## config.mk

```make
export PLATFORM = sky130hd
export DESIGN_NAME = div_seq
export DESIGN_NICKNAME = d
export VERILOG_FILES = /design/src/rtl/div_seq.sv
export SDC_FILE = /design/constraint.sdc
export NUM_CORES = 1
export LEC_CHECK = 0
export ABC_AREA = 1
export BUFFER_PORTS_ARGS = -buffer_cell sky130_fd_sc_hd__buf_2
export CORE_ASPECT_RATIO = 0.7
export CORE_MARGIN = 2
export CORE_UTILIZATION = 30
export DETAILED_ROUTE_END_ITERATION = 10
export HOLD_SLACK_MARGIN = 0.08
export PLACE_DENSITY = 0.54
export SYNTH_ARGS = -nofsm -noshare
export SYNTH_HDL_FRONTEND = slang
export SYNTH_SLANG_ARGS = --single-unit
export TNS_END_PERCENT = 30
```

## constraint.sdc

```tcl
create_clock -name clk -period 4.6 [get_ports clk]
set_input_delay 0.23 -clock clk [delete_from_list [all_inputs] [get_ports clk]]
set_output_delay 0.23 -clock clk [all_outputs]
set_load 0.02 [all_outputs]
```

## src/rtl/div_seq.sv

```systemverilog
// div_seq: multi-cycle radix-2 restoring divider for the EX-stage HI/LO resource
module div_seq #(
  parameter int DATA_W = 32,
  parameter int CNT_W  = 6
) (
  input  logic                clk,
  input  logic                rst,
  input  logic                start_i,
  input  logic                annul_i,
  input  logic                signed_i,
  input  logic [DATA_W-1:0]   opdata1_i,
  input  logic [DATA_W-1:0]   opdata2_i,
  output logic [2*DATA_W-1:0] result_o,
  output logic                ready_o,
  output logic                busy_o,
  output logic                stall_o
);
  typedef enum logic [1:0] {IDLE, DIVZERO, ON, END} state_t;
  state_t            state;
  logic [DATA_W-1:0] rem, quo, dvs, a_mag, b_mag, rem_n, quo_n;
  logic [DATA_W:0]   rem_sh, diff;
  logic [CNT_W-1:0]  cnt;
  logic              neg_q, neg_r, a_neg, b_neg;
  assign a_neg   = signed_i & opdata1_i[DATA_W-1];
  assign b_neg   = signed_i & opdata2_i[DATA_W-1];
  assign a_mag   = a_neg ? -opdata1_i : opdata1_i;
  assign b_mag   = b_neg ? -opdata2_i : opdata2_i;
  // quo holds the not-yet-consumed dividend bits; its MSB shifts into the partial remainder
  assign rem_sh  = {rem, quo[DATA_W-1]};
  assign diff    = rem_sh - {1'b0, dvs};
  assign rem_n   = diff[DATA_W] ? rem_sh[DATA_W-1:0] : diff[DATA_W-1:0];
  assign quo_n   = {quo[DATA_W-2:0], ~diff[DATA_W]};
  assign stall_o = start_i & ~ready_o & ~annul_i;
  always_ff @(posedge clk or posedge rst) begin
    if (rst) begin
      state    <= IDLE;
      cnt      <= '0;
      rem      <= '0;
      quo      <= '0;
      dvs      <= '0;
      neg_q    <= 1'b0;
      neg_r    <= 1'b0;
      result_o <= '0;
      ready_o  <= 1'b0;
      busy_o   <= 1'b0;
    end else begin
      case (state)
        IDLE: if (start_i & ~annul_i) begin
          busy_o <= 1'b1;
          if (opdata2_i == '0) state <= DIVZERO;
          else begin
            state <= ON;
            cnt   <= '0;
            rem   <= '0;
            quo   <= a_mag;
            dvs   <= b_mag;
            neg_q <= a_neg ^ b_neg;
            neg_r <= a_neg;
          end
        end
        DIVZERO: if (annul_i) begin
          state  <= IDLE;
          busy_o <= 1'b0;
        end else begin
          state    <= END;
          result_o <= '0;
          ready_o  <= 1'b1;
        end
        ON: if (annul_i) begin
          state  <= IDLE;
          busy_o <= 1'b0;
        end else begin
          rem <= rem_n;
          quo <= quo_n;
          cnt <= cnt + 1'b1;
          if (cnt == CNT_W'(DATA_W - 1)) begin
            result_o <= {neg_r ? -rem_n : rem_n, neg_q ? -quo_n : quo_n};
            ready_o  <= 1'b1;
            state    <= END;
          end
        end
        END: if (annul_i | ~start_i) begin
          state   <= IDLE;
          ready_o <= 1'b0;
          busy_o  <= 1'b0;
        end
        default: state <= IDLE;
      endcase
    end
  end
endmodule

```

==> impl_metrics.tcl, run 1 <==
set metrics [dict create \
    end_kind "flop" \
    routed_via_density 4.874 \
    gp_congestion 0.9308 \
    synth_cells 2093 \
    setup_tns_ns 0 \
    yosysWarnings 0 \
    max_slew.worst_pin.slew_ns 1.102 \
    final-hold-violation-count 0 \
    fin_crit_ns 4.099 \
    worstHoldPathType "input port to flop" \
    cts_sinks 172 \
    grt_max_degree 173 \
    crit_end "result_o[24]" \
    fill_cells 4942 \
    die_w_um 257.9 \
    core_area_um2 44810 \
    clk_path_buf_depth 2 \
    final_cell_mix "nand2_1, inv_1, nor2_1" \
    r2r_cells 29 \
    fin_nets 2316 \
    routed-via-count 13739 \
    ys_types 47 \
    rows 65 \
    drive_above_1_share_pct 13.09 \
    antenna_found_initial 0 \
    die_y_um 181.7 \
    drt_iter0_markers 1342 \
    cp_common_cell "nand2_1" \
    io_buffers 135 \
    outcome "complete, no violations" \
    syn_area_um2 13540 \
    antenna_left 0 \
    cts_made_buffers 17 \
    crit_type "flop to flop" \
    synth.net_count 2204 \
    ys_ff_latch 172 \
    max_cap_viol_count 0 \
    cp_data_required_time_ns 4.93 \
    rr_endpoint "result_o[24]" \
    seq_area_frac_synth_pct 31.80 \
    start_kind "flop" \
    crit_arrival_ns 4.43 \
    syn2layout_area_growth_pct 14.70 \
    cpPeakStageDelay_ns 0.41 \
    clock.fmax_mhz 244.0 \
    rsz0062_at_grt "no" \
    syn_area_per_cell_um2 6.467 \
    pin_count 136 \
    path_max_fanout 6 \
    slew_viol_final 0 \
    grt.overflow.total 0 \
    h-tree-depth 4 \
    antenna_cells 0 \
    relSlewSlack_pct 26.53 \
    tritoncts "done" \
    finalCritPeriodShare_pct 89.11 \
    rrSetupSlack_ns 0.50 \
    clk_latency_ns 0.46 \
    clock_skew_ns 0.01821 \
    cts.clk_slew.worst_paths_ns 0.07 \
    track_usage_pct 20.49 \
    grt_pass1_wl_mm 74.15 \
    start_util_pct 30.21 \
    routed_wl_mm 47.60 \
    crit_start "quo[31]" \
    fp.dieArea_um2 46860 \
    routedWlPerCell_um 16.89 \
    final_core_util_pct 34.64 \
    critPathSlowestCell "fa_1" \
    first_pass_iters 5 \
    timing.rr.start "quo[31]" \
    mostFrequentLayoutCell "nand2_1" \
    drc_errors 0 \
    hpwlAfterDp_mm 37.63 \
    cts_root_buffer "clkbuf_16" \
    grt_pass1_vias 12778 \
    setup_viol 0 \
]
-- worst max-delay path, delay by kind of cell (launching register included) --
| kind | cells | cell delay (ns) |
|---|---|---|
| and+or+nand+nor | 21 | 2.48 |
| adders and majority gates | 3 | 0.70 |
| DFF | 1 | 0.36 |
| AOI/OAI and AO/OA | 2 | 0.24 |
| buffers and inverters | 3 | 0.20 |
-- layout make-up --
type	count	area (µm²)	share of cell area, %
Clock buffer	19	452.9	2.917
Clock inverter	11	215.2	1.386
Inverter	283	1066	6.867
Multi-Input combinational cell	1575	7884	50.78
Sequential cell	172	4304	27.72
Tap cell	603	754.5	4.860
Timing Repair Buffer	156	848.3	5.464
-- registers in the layout (all words and copies together) (netlist names) --
register	count
neg_r	1
dvs	32
rem	32
state	2
ready_o	1
result_o	64
cnt	6
neg_q	1
quo	32
busy_o	1
-- synth_stat cells (all sizes together) --
| cell type | instances | share of area [%] |
|---|---|---|
| a31oi | 7 | 0.32 |
| dfrtp | 172 | 32 |
| nand4 | 23 | 1.1 |
| a21oi | 59 | 2.4 |
| nor4 | 4 | 0.18 |
| a21o | 3 | 0.17 |
| xor2 | 48 | 3.1 |
| ha | 41 | 3.8 |
| o21ai | 192 | 7.2 |
| buf | 26 | 1.4 |
| and2 | 2 | 0.092 |
| nand3 | 108 | 4.4 |
| o21bai | 4 | 0.22 |
| nand3b | 7 | 0.39 |
| o221ai | 3 | 0.19 |
| clkinv | 4 | 0.11 |
| nor3b | 3 | 0.17 |
| a21boi | 1 | 0.055 |
| a31o | 1 | 0.065 |
| xnor2 | 19 | 1.2 |
| o211ai | 22 | 1.2 |
| clkbuf | 37 | 1.0 |
| and3 | 2 | 0.092 |
| inv | 279 | 7.7 |
| o22ai | 21 | 0.97 |
| nor3 | 30 | 1.1 |
| fa | 1 | 0.15 |
| nand2 | 751 | 22 |
| nor2 | 209 | 6.3 |
| o31ai | 5 | 0.28 |
| a22o | 4 | 0.26 |
| o41ai | 1 | 0.065 |
| or2 | 4 | 0.18 |
-- routing by layer --
layer	GRT usage [%]	up-vias	wire length (µm)
met2	28.10	380	18550
met5	0	-	0
met3	4.690	22	3053
met1	32.43	6476	25530
met4	3.168	0	477
li1	-	6861	-
-- through the flow --
stage          cells  worst slack, ns  hold WS [ns]  cell area, µm²
2_1_floorplan   2093           0.6897        0.3769           13540
3_3_place_gp    2787           0.3225        0.4597           14810
3_5_place_dp    2787           0.3029        0.4627           14810
4_1_cts         2817           0.2716       0.08747           15480
5_1_grt         2819          0.06720        0.1137           15520
6_report        2819           0.5009        0.1053           15520
-- what timing repair did --
item,in CTS,in global routing
buffers inserted,0,1
setup endpoints to repair,0,6
hold buffers,0,1
hold endpoints to repair,0,1
gates resized for setup,0,8
-- worst min-delay path by stage --
stage | startpoint | end | slack, ns | cells after the start
after floorplan | opdata2_i[31] | dvs[31] | 0.38 | 2
after global placement | result_o[54] | result_o[54] | 0.46 | 2
after detailed placement | result_o[54] | result_o[54] | 0.46 | 2
after CTS | opdata2_i[4] | dvs[4] | 0.09 | 3
after global routing | opdata2_i[4] | dvs[4] | 0.11 | 3
final | opdata2_i[4] | dvs[4] | 0.11 | 3
-- cells by family (layout without fill, tap and decap cells) --
family	count (synthesis)	count (layout)	share of synthesized area [%]
adder cells (fa/ha/maj)	42	42	3.938
XOR/XNOR	67	67	4.335
AO/OA/AOI/OAI	323	323	13.38
flip-flops	172	172	31.80
buffers and inverters	346	469	10.29
AND/OR/NAND/NOR	1143	1143	36.26
Power of run 1 is not shown: default switching activity piles up to over one toggle a cycle in this logic, so the estimate is an artifact.
==> run 2, diff against run 1 <==
ABC_AREA = 0   (was 1)
CORE_UTILIZATION = 40   (was 30)
PLACE_DENSITY = 0.66   (was 0.54)
==> run 2 against run 1 <==
The run now ends with negative hold slack left. Final area is 5.2% lower. Via count is 13% lower. Utilization is 14 points higher. Hold slack worse by 0.11 ns. Critical path depth is 5 lower. Worst setup slack worse by 0.48 ns. Register-to-register slack worse by 0.48 ns. Global-route usage is 3.1 points higher. Clock skew is 0.0060 ns lower. Synthesized area is 9.7% lower. Non-clock buffer count is 79 higher. First-iteration DRC count is 26% lower.
==> impl_metrics.tcl, run 2 <==
set metrics [dict create \
    relSlewSlack_pct 16.25 \
    setup_viol 0 \
    fp.dieArea_um2 32000 \
    clock.fmax_mhz 218.3 \
    final_core_util_pct 48.98 \
    peakVddDrop_uv 421.0 \
    clk_latency_ns 0.44 \
    synth_edf_count 0 \
    postPlaceCellArea_um2 13890 \
    start_util_pct 40.70 \
    power_frac_comb_pct 60.5 \
    final_cell_mix "nand2_1, dfrtp_1, o21ai_0" \
    setup_tns_ns 0 \
    ctsHoldBuffers 0 \
    violations "negative hold slack" \
    rows 53 \
    seq_area_frac_synth_pct 35.21 \
    first_pass_iters 7 \
    ys_ff_latch 172 \
    drive_above_1_share_pct 18.60 \
    synth_flop_cell "dfrtp_1" \
    synth_cells 1544 \
    routed_wl_mm 36.72 \
    seqPwrFrac_pct 25.3 \
    stdcell_area_um2 14710 \
    syn2layout_area_growth_pct 20.36 \
    end_kind "flop" \
    die_w_um 213.0 \
    antenna_found_initial 0 \
    gp_congestion 0.9185 \
    largest_reg_flops 64 \
    post-synth-top-count-cell "nand2_1" \
    clock_skew_ns 0.01218 \
    fill_cells 2897 \
    synth_area_leader_cell "dfrtp_1" \
    final-hold-violation-count 1 \
    synth_top_area_share_pct 35.21 \
    fin_ws_ns 0.01835 \
    crit_arrival_ns 4.89 \
    path_max_fanout 5 \
    final_cells 2143 \
    ys_types 75 \
    hpwlAfterDp_mm 27.28 \
    post-place-cells 2100 \
    pin_count 136 \
    cts_root_buffer "clkbuf_16" \
    routed_via_density 5.547 \
    tritoncts "done" \
    finalCritPeriodShare_pct 99.60 \
    p_per_area_nw_per_um2 705.4 \
    drt_iter0_markers 988 \
    synth.net_count 1655 \
    core_area_um2 30040 \
    p_clk_share_pct 14.2 \
    cts.clk_slew.worst_paths_ns 0.07 \
    grt_pass1_wl_mm 59.73 \
    track_usage_pct 23.58 \
    cts_made_buffers 17 \
    io_buffers 135 \
    yosysWarnings 0 \
    max_cap_viol_count 0 \
    rsz0062_at_grt "yes" \
    routedWlPerCell_um 17.14 \
    cp_data_required_time_ns 4.90 \
    synth_area_leaders "dfrtp_1, nand2_1, o21ai_0" \
    p_switching_mw 5.005 \
    routed-via-count 11887 \
    die_y_um 150.3 \
    start_kind "flop" \
    regMostFlops "result_o" \
    grt_max_degree 173 \
    slew_viol_final 0 \
    max_slew.worst_pin.slew_ns 1.256 \
    whs_ns -0.001016 \
    finalPower_mw 10.38 \
    fin_nets 1829 \
    outcome "finished with violations" \
    antenna_left 0 \
    clk_path_buf_depth 2 \
    syn_area_per_cell_um2 7.918 \
    pre_cts_ws_ns -0.2772 \
    worstHoldPathType "input port to async pin" \
    antenna_cells 0 \
    crit_type "flop to flop" \
    p_leak_nw 6.774 \
    syn_area_um2 12230 \
    p_sw_share_pct 48.22 \
    internal_power_mw 5.374 \
    synthArstFlopShare_pct 100.0 \
    h-tree-depth 4 \
    fin_crit_ns 4.582 \
    drc_errors 0 \
    grt.overflow.total 0 \
    grt_pass1_vias 11141 \
    yosys-top-cells-count "nand2_1, o21ai_0, dfrtp_1" \
    cts_sinks 172 \
    mostFrequentLayoutCell "nand2_1" \
]
[run 2: changes by cell type in the layout (fill, tap and decap cells not counted), sizes merged, moves of 15 or more]
cell / before / now
inv: 279 / 54
mux2i: 0 / 20
o22ai: 21 / 1
buf: 155 / 235
o211ai: 22 / 7
or4: 0 / 17
nand2: 751 / 276
or3: 0 / 21
xnor2: 19 / 53
nand3: 108 / 33
o31ai: 5 / 46
nor2: 209 / 123
a21oi: 59 / 123
xor2: 48 / 90
[run 2: final timing paths]
path | endpoint | slack (ns) | depth (start not counted) | start
worst min-delay path | ready_o | -0.001 | 3 | rst
worst min register to register | result_o[5] | 0.47 | 2 | result_o[5]
min in group clk | dvs[31] | 0.11 | 3 | opdata2_i[31]
worst max register to register | result_o[58] | 0.02 | 24 | quo[31]
worst max-delay path | result_o[58] | 0.02 | 24 | quo[31]
max in group asynchronous | result_o[57] | 3.75 | 3 | rst
[run 2: logic make-up after synthesis]
group,Yosys count,share of synthesized area [%]
adders and majority gates,42,4.360
buffers and inverters,134,4.339
xor gates and xnor gates,143,10.24
DFF,172,35.21
muxes,22,1.822
and+or+nand+nor,590,22.46
AOI/OAI and AO/OA,441,21.56
[run 2: timing repair]
action	in CTS	in global routing
buffers inserted	6	5
resized for setup	5	35
endpoints found under the setup margin	12	19
pin swaps	3	21
cloned	0	0
[run 2: final cells by class]
| type | instances | area, µm² | share of cell area, % |
|---|---|---|---|
| Clock buffer | 21 | 480.5 | 3.265 |
| Clock inverter | 11 | 110.1 | 0.7483 |
| Sequential cell | 172 | 4304 | 29.25 |
| Multi-Input combinational cell | 1238 | 7596 | 51.62 |
| Inverter | 54 | 211.5 | 1.437 |
| Tap cell | 412 | 515.5 | 3.503 |
| Timing Repair Buffer | 235 | 1496 | 10.17 |
[run 2: critical path: stages, from the launching register on]
cell	delay (ns)
dfrtp_1	0.38
inv_2	0.08
ha_4	0.13
inv_2	0.04
fa_2	0.38
a211oi_4	0.28
o211ai_1	0.17
a22oi_1	0.20
buf_4	0.17
nor3_2	0.04
o211a_1	0.25
nor2_4	0.15
clkinv_4	0.11
buf_6	0.15
a21oi_4	0.15
ha_4	0.16
nand2_2	0.06
a21oi_2	0.13
nor4bb_4	0.25
and4b_2	0.32
and4_4	0.24
nor2_4	0.06
o31ai_2	0.29
xor2_1	0.19
o21ai_1	0.07
[run 2: metal layers]
| metal | part of all wire (%) | vias up | GRT usage, % | wire, µm |
|---|---|---|---|---|
| met2 | 43 | 315 | 34.66 | 15840 |
| met5 | 0 | - | 0 | 0 |
| met4 | 2.0 | 0 | 6.119 | 730 |
| met3 | 5.5 | 51 | 4.652 | 2034 |
| met1 | 49 | 5713 | 35.17 | 18120 |
| li1 | - | 5808 | - | - |
[run 2: power by group through the flow]
stage | clock, mW | sequential, mW | combinational, mW
6_report | 1.47 | 2.62 | 6.28
5_1_grt | 1.56 | 2.71 | 6.94
4_1_cts | 1.51 | 2.60 | 6.03
3_5_place_dp | 0 | 2.63 | 5.94
3_3_place_gp | 0 | 2.61 | 5.84
2_1_floorplan | 0 | 2.70 | 3.77
Note: power is estimated with default switching activity, not from simulation.
==> run 3, diff against run 2 <==
PLACE_DENSITY = 0.64   (was 0.66)
clock period = 4.9 ns   (was 4.6 ns; I/O delays follow)
==> run 3 against run 2 <==
The flow now finishes without violations. Hold slack improved by 0.036 ns. Worst setup slack improved by 0.046 ns. Clock-buffer cell count did not move. Clock skew rose by 0.0053 ns. Wire length fell by 1.4%. Global-route usage fell by 0.75 points. Non-clock buffer count fell by 39. Utilization fell by 1.4 points. Flip-flop and latch count did not move. Sequential share of layout area rose by 0.83 points. Via count fell by 2.7%.
==> impl_metrics.tcl, run 3 (synthesized netlist as in run 2, its figures left out) <==
set metrics [dict create \
    antenna_cells 0 \
    antenna_left 0 \
    post-place-cells 2069 \
    relSlewSlack_pct 30.47 \
    crit_arrival_ns 5.16 \
    slew_viol_final 0 \
    cts_root_buffer "clkbuf_16" \
    hpwlAfterDp_mm 26.99 \
    cp_data_required_time_ns 5.22 \
    largest_reg_flops 64 \
    routed_wl_mm 36.21 \
    gp_congestion 0.9349 \
    grt_pass1_vias 10582 \
    crit_start "quo[31]" \
    fin_crit_ns 4.836 \
    start_kind "flop" \
    final_cell_mix "nand2_1, o21ai_0, dfrtp_1" \
    p_per_area_nw_per_um2 658.9 \
    finalPower_mw 9.426 \
    first_pass_iters 5 \
    cts_sinks 172 \
    rr_endpoint "result_o[46]" \
    pin_count 136 \
    grt.overflow.total 0 \
    p_leak_nw 6.560 \
    final-hold-violation-count 0 \
    r2r_cells 25 \
    ctsHoldBuffers 0 \
    mostFrequentLayoutCell "nand2_1" \
    drt_iter0_markers 962 \
    die_w_um 213.0 \
    die_y_um 150.3 \
    grt_max_degree 173 \
    clk_path_buf_depth 2 \
    start_util_pct 40.70 \
    path_max_fanout 5 \
    antenna_found_initial 0 \
    fin_nets 1790 \
    max_slew.worst_pin.slew_ns 1.030 \
    rsz0062_at_grt "yes" \
    final_cells 2104 \
    peakVddDrop_uv 331.1 \
    clock_skew_ns 0.01751 \
    outcome "complete, no violations" \
    routedWlPerCell_um 17.21 \
    h-tree-depth 4 \
    postPlaceCellArea_um2 13580 \
    io_buffers 135 \
    cts_made_buffers 17 \
    drive_above_1_share_pct 15.84 \
    crit_type "flop to flop" \
    syn2layout_area_growth_pct 17.02 \
    stdcell_area_um2 14310 \
    max_cap_viol_count 0 \
    rrSetupSlack_ns 0.06 \
    timing.rr.start "quo[31]" \
    worstHoldPathType "input port to async pin" \
    rows 53 \
    setup_viol 0 \
    cts.clk_slew.worst_paths_ns 0.07 \
    drc_errors 0 \
    routed_via_density 5.499 \
    routed-via-count 11570 \
    end_kind "flop" \
    tritoncts "done" \
    grt_pass1_wl_mm 57.18 \
    fp.dieArea_um2 32000 \
    finalCritPeriodShare_pct 98.69 \
    clock.fmax_mhz 206.8 \
    core_area_um2 30040 \
    clk_latency_ns 0.47 \
    track_usage_pct 22.83 \
    regMostFlops "result_o" \
]
[run 3: changes by cell type in the layout (fill, tap and decap cells not counted), sizes merged]
cell,previous run,this run
bufinv,1,3
inv,54,56
buf,235,196
clkinvlp,6,3
clkinv,4,3
[run 3: how the worst max path moves through the flow]
stage	end	slack, ns
global route	result_o[58]	-0.15
detailed placement	result_o[62]	-0.05
finish	result_o[46]	0.06
floorplan	result_o[62]	0.02
global placement	result_o[62]	0.11
CTS	result_o[62]	0.03
[run 3: per-stage QoR]
| step | setup TNS [ns] | hold WS, ns | utilization, % | worst slack [ns] |
|---|---|---|---|---|
| 2_1_floorplan | 0 | 0.3810 | - | 0.01867 |
| 3_3_place_gp | 0 | 0.4589 | 45.22 | 0.1094 |
| 3_5_place_dp | -0.05085 | 0.4646 | 45.22 | -0.05085 |
| 4_1_cts | 0 | 0.08881 | 47.34 | 0.02895 |
| 5_1_grt | -0.7580 | 0.1067 | 47.62 | -0.1536 |
| 6_report | 0 | 0.03503 | 47.62 | 0.06441 |
[run 3: worst max-delay path, cell delays in order, from the launching register on]
cell and delay, ns:
dfrtp_1 0.38, inv_1 0.08, ha_1 0.16, inv_1 0.05, fa_2 0.35, a211oi_2 0.21, o211ai_1 0.19, a22oi_1 0.20
buf_4 0.16, nor3_1 0.06, o211a_1 0.26, nor2_4 0.14, clkinvlp_4 0.22, mux2i_2 0.28, ha_2 0.22, nand2_1 0.07
a21oi_2 0.14, nor4bb_4 0.20, buf_4 0.15, and4b_1 0.27, nand2_1 0.11, buf_4 0.16, o211ai_1 0.11, xor2_1 0.28
buf_4 0.18, o21ai_0 0.07
[run 3: area by class of cell]
| class | count | area, µm² |
|---|---|---|
| Inverter | 54 | 210.2 |
| Sequential cell | 172 | 4304 |
| Timing Repair Buffer | 196 | 1171 |
| Clock buffer | 21 | 470.5 |
| Fill cell | 2951 | 15730 |
| Clock inverter | 11 | 155.1 |
| Tap cell | 412 | 515.5 |
| Multi-Input combinational cell | 1238 | 7480 |
[run 3: what timing repair did]
item / 4_1_cts / 5_1_grt
pin swaps: 0 / 7
setup endpoints to repair: 1 / 13
resized for setup: 2 / 17
buffers inserted: 0 / 3
[run 3: layer usage]
metal	global-route usage (%)	routed length (µm)	vias to the layer above
li1	-	-	5717
met1	35.13	18410	5504
met2	32.79	15350	313
met3	3.734	1963	36
met4	6.049	484	0
met5	0	0	-
[run 3: power breakdown]
part           internal (mW)  switching [mW]
Sequential              1.94           0.488
Combinational           2.08            3.45
Clock                  0.850           0.616
Total                   4.87            4.55
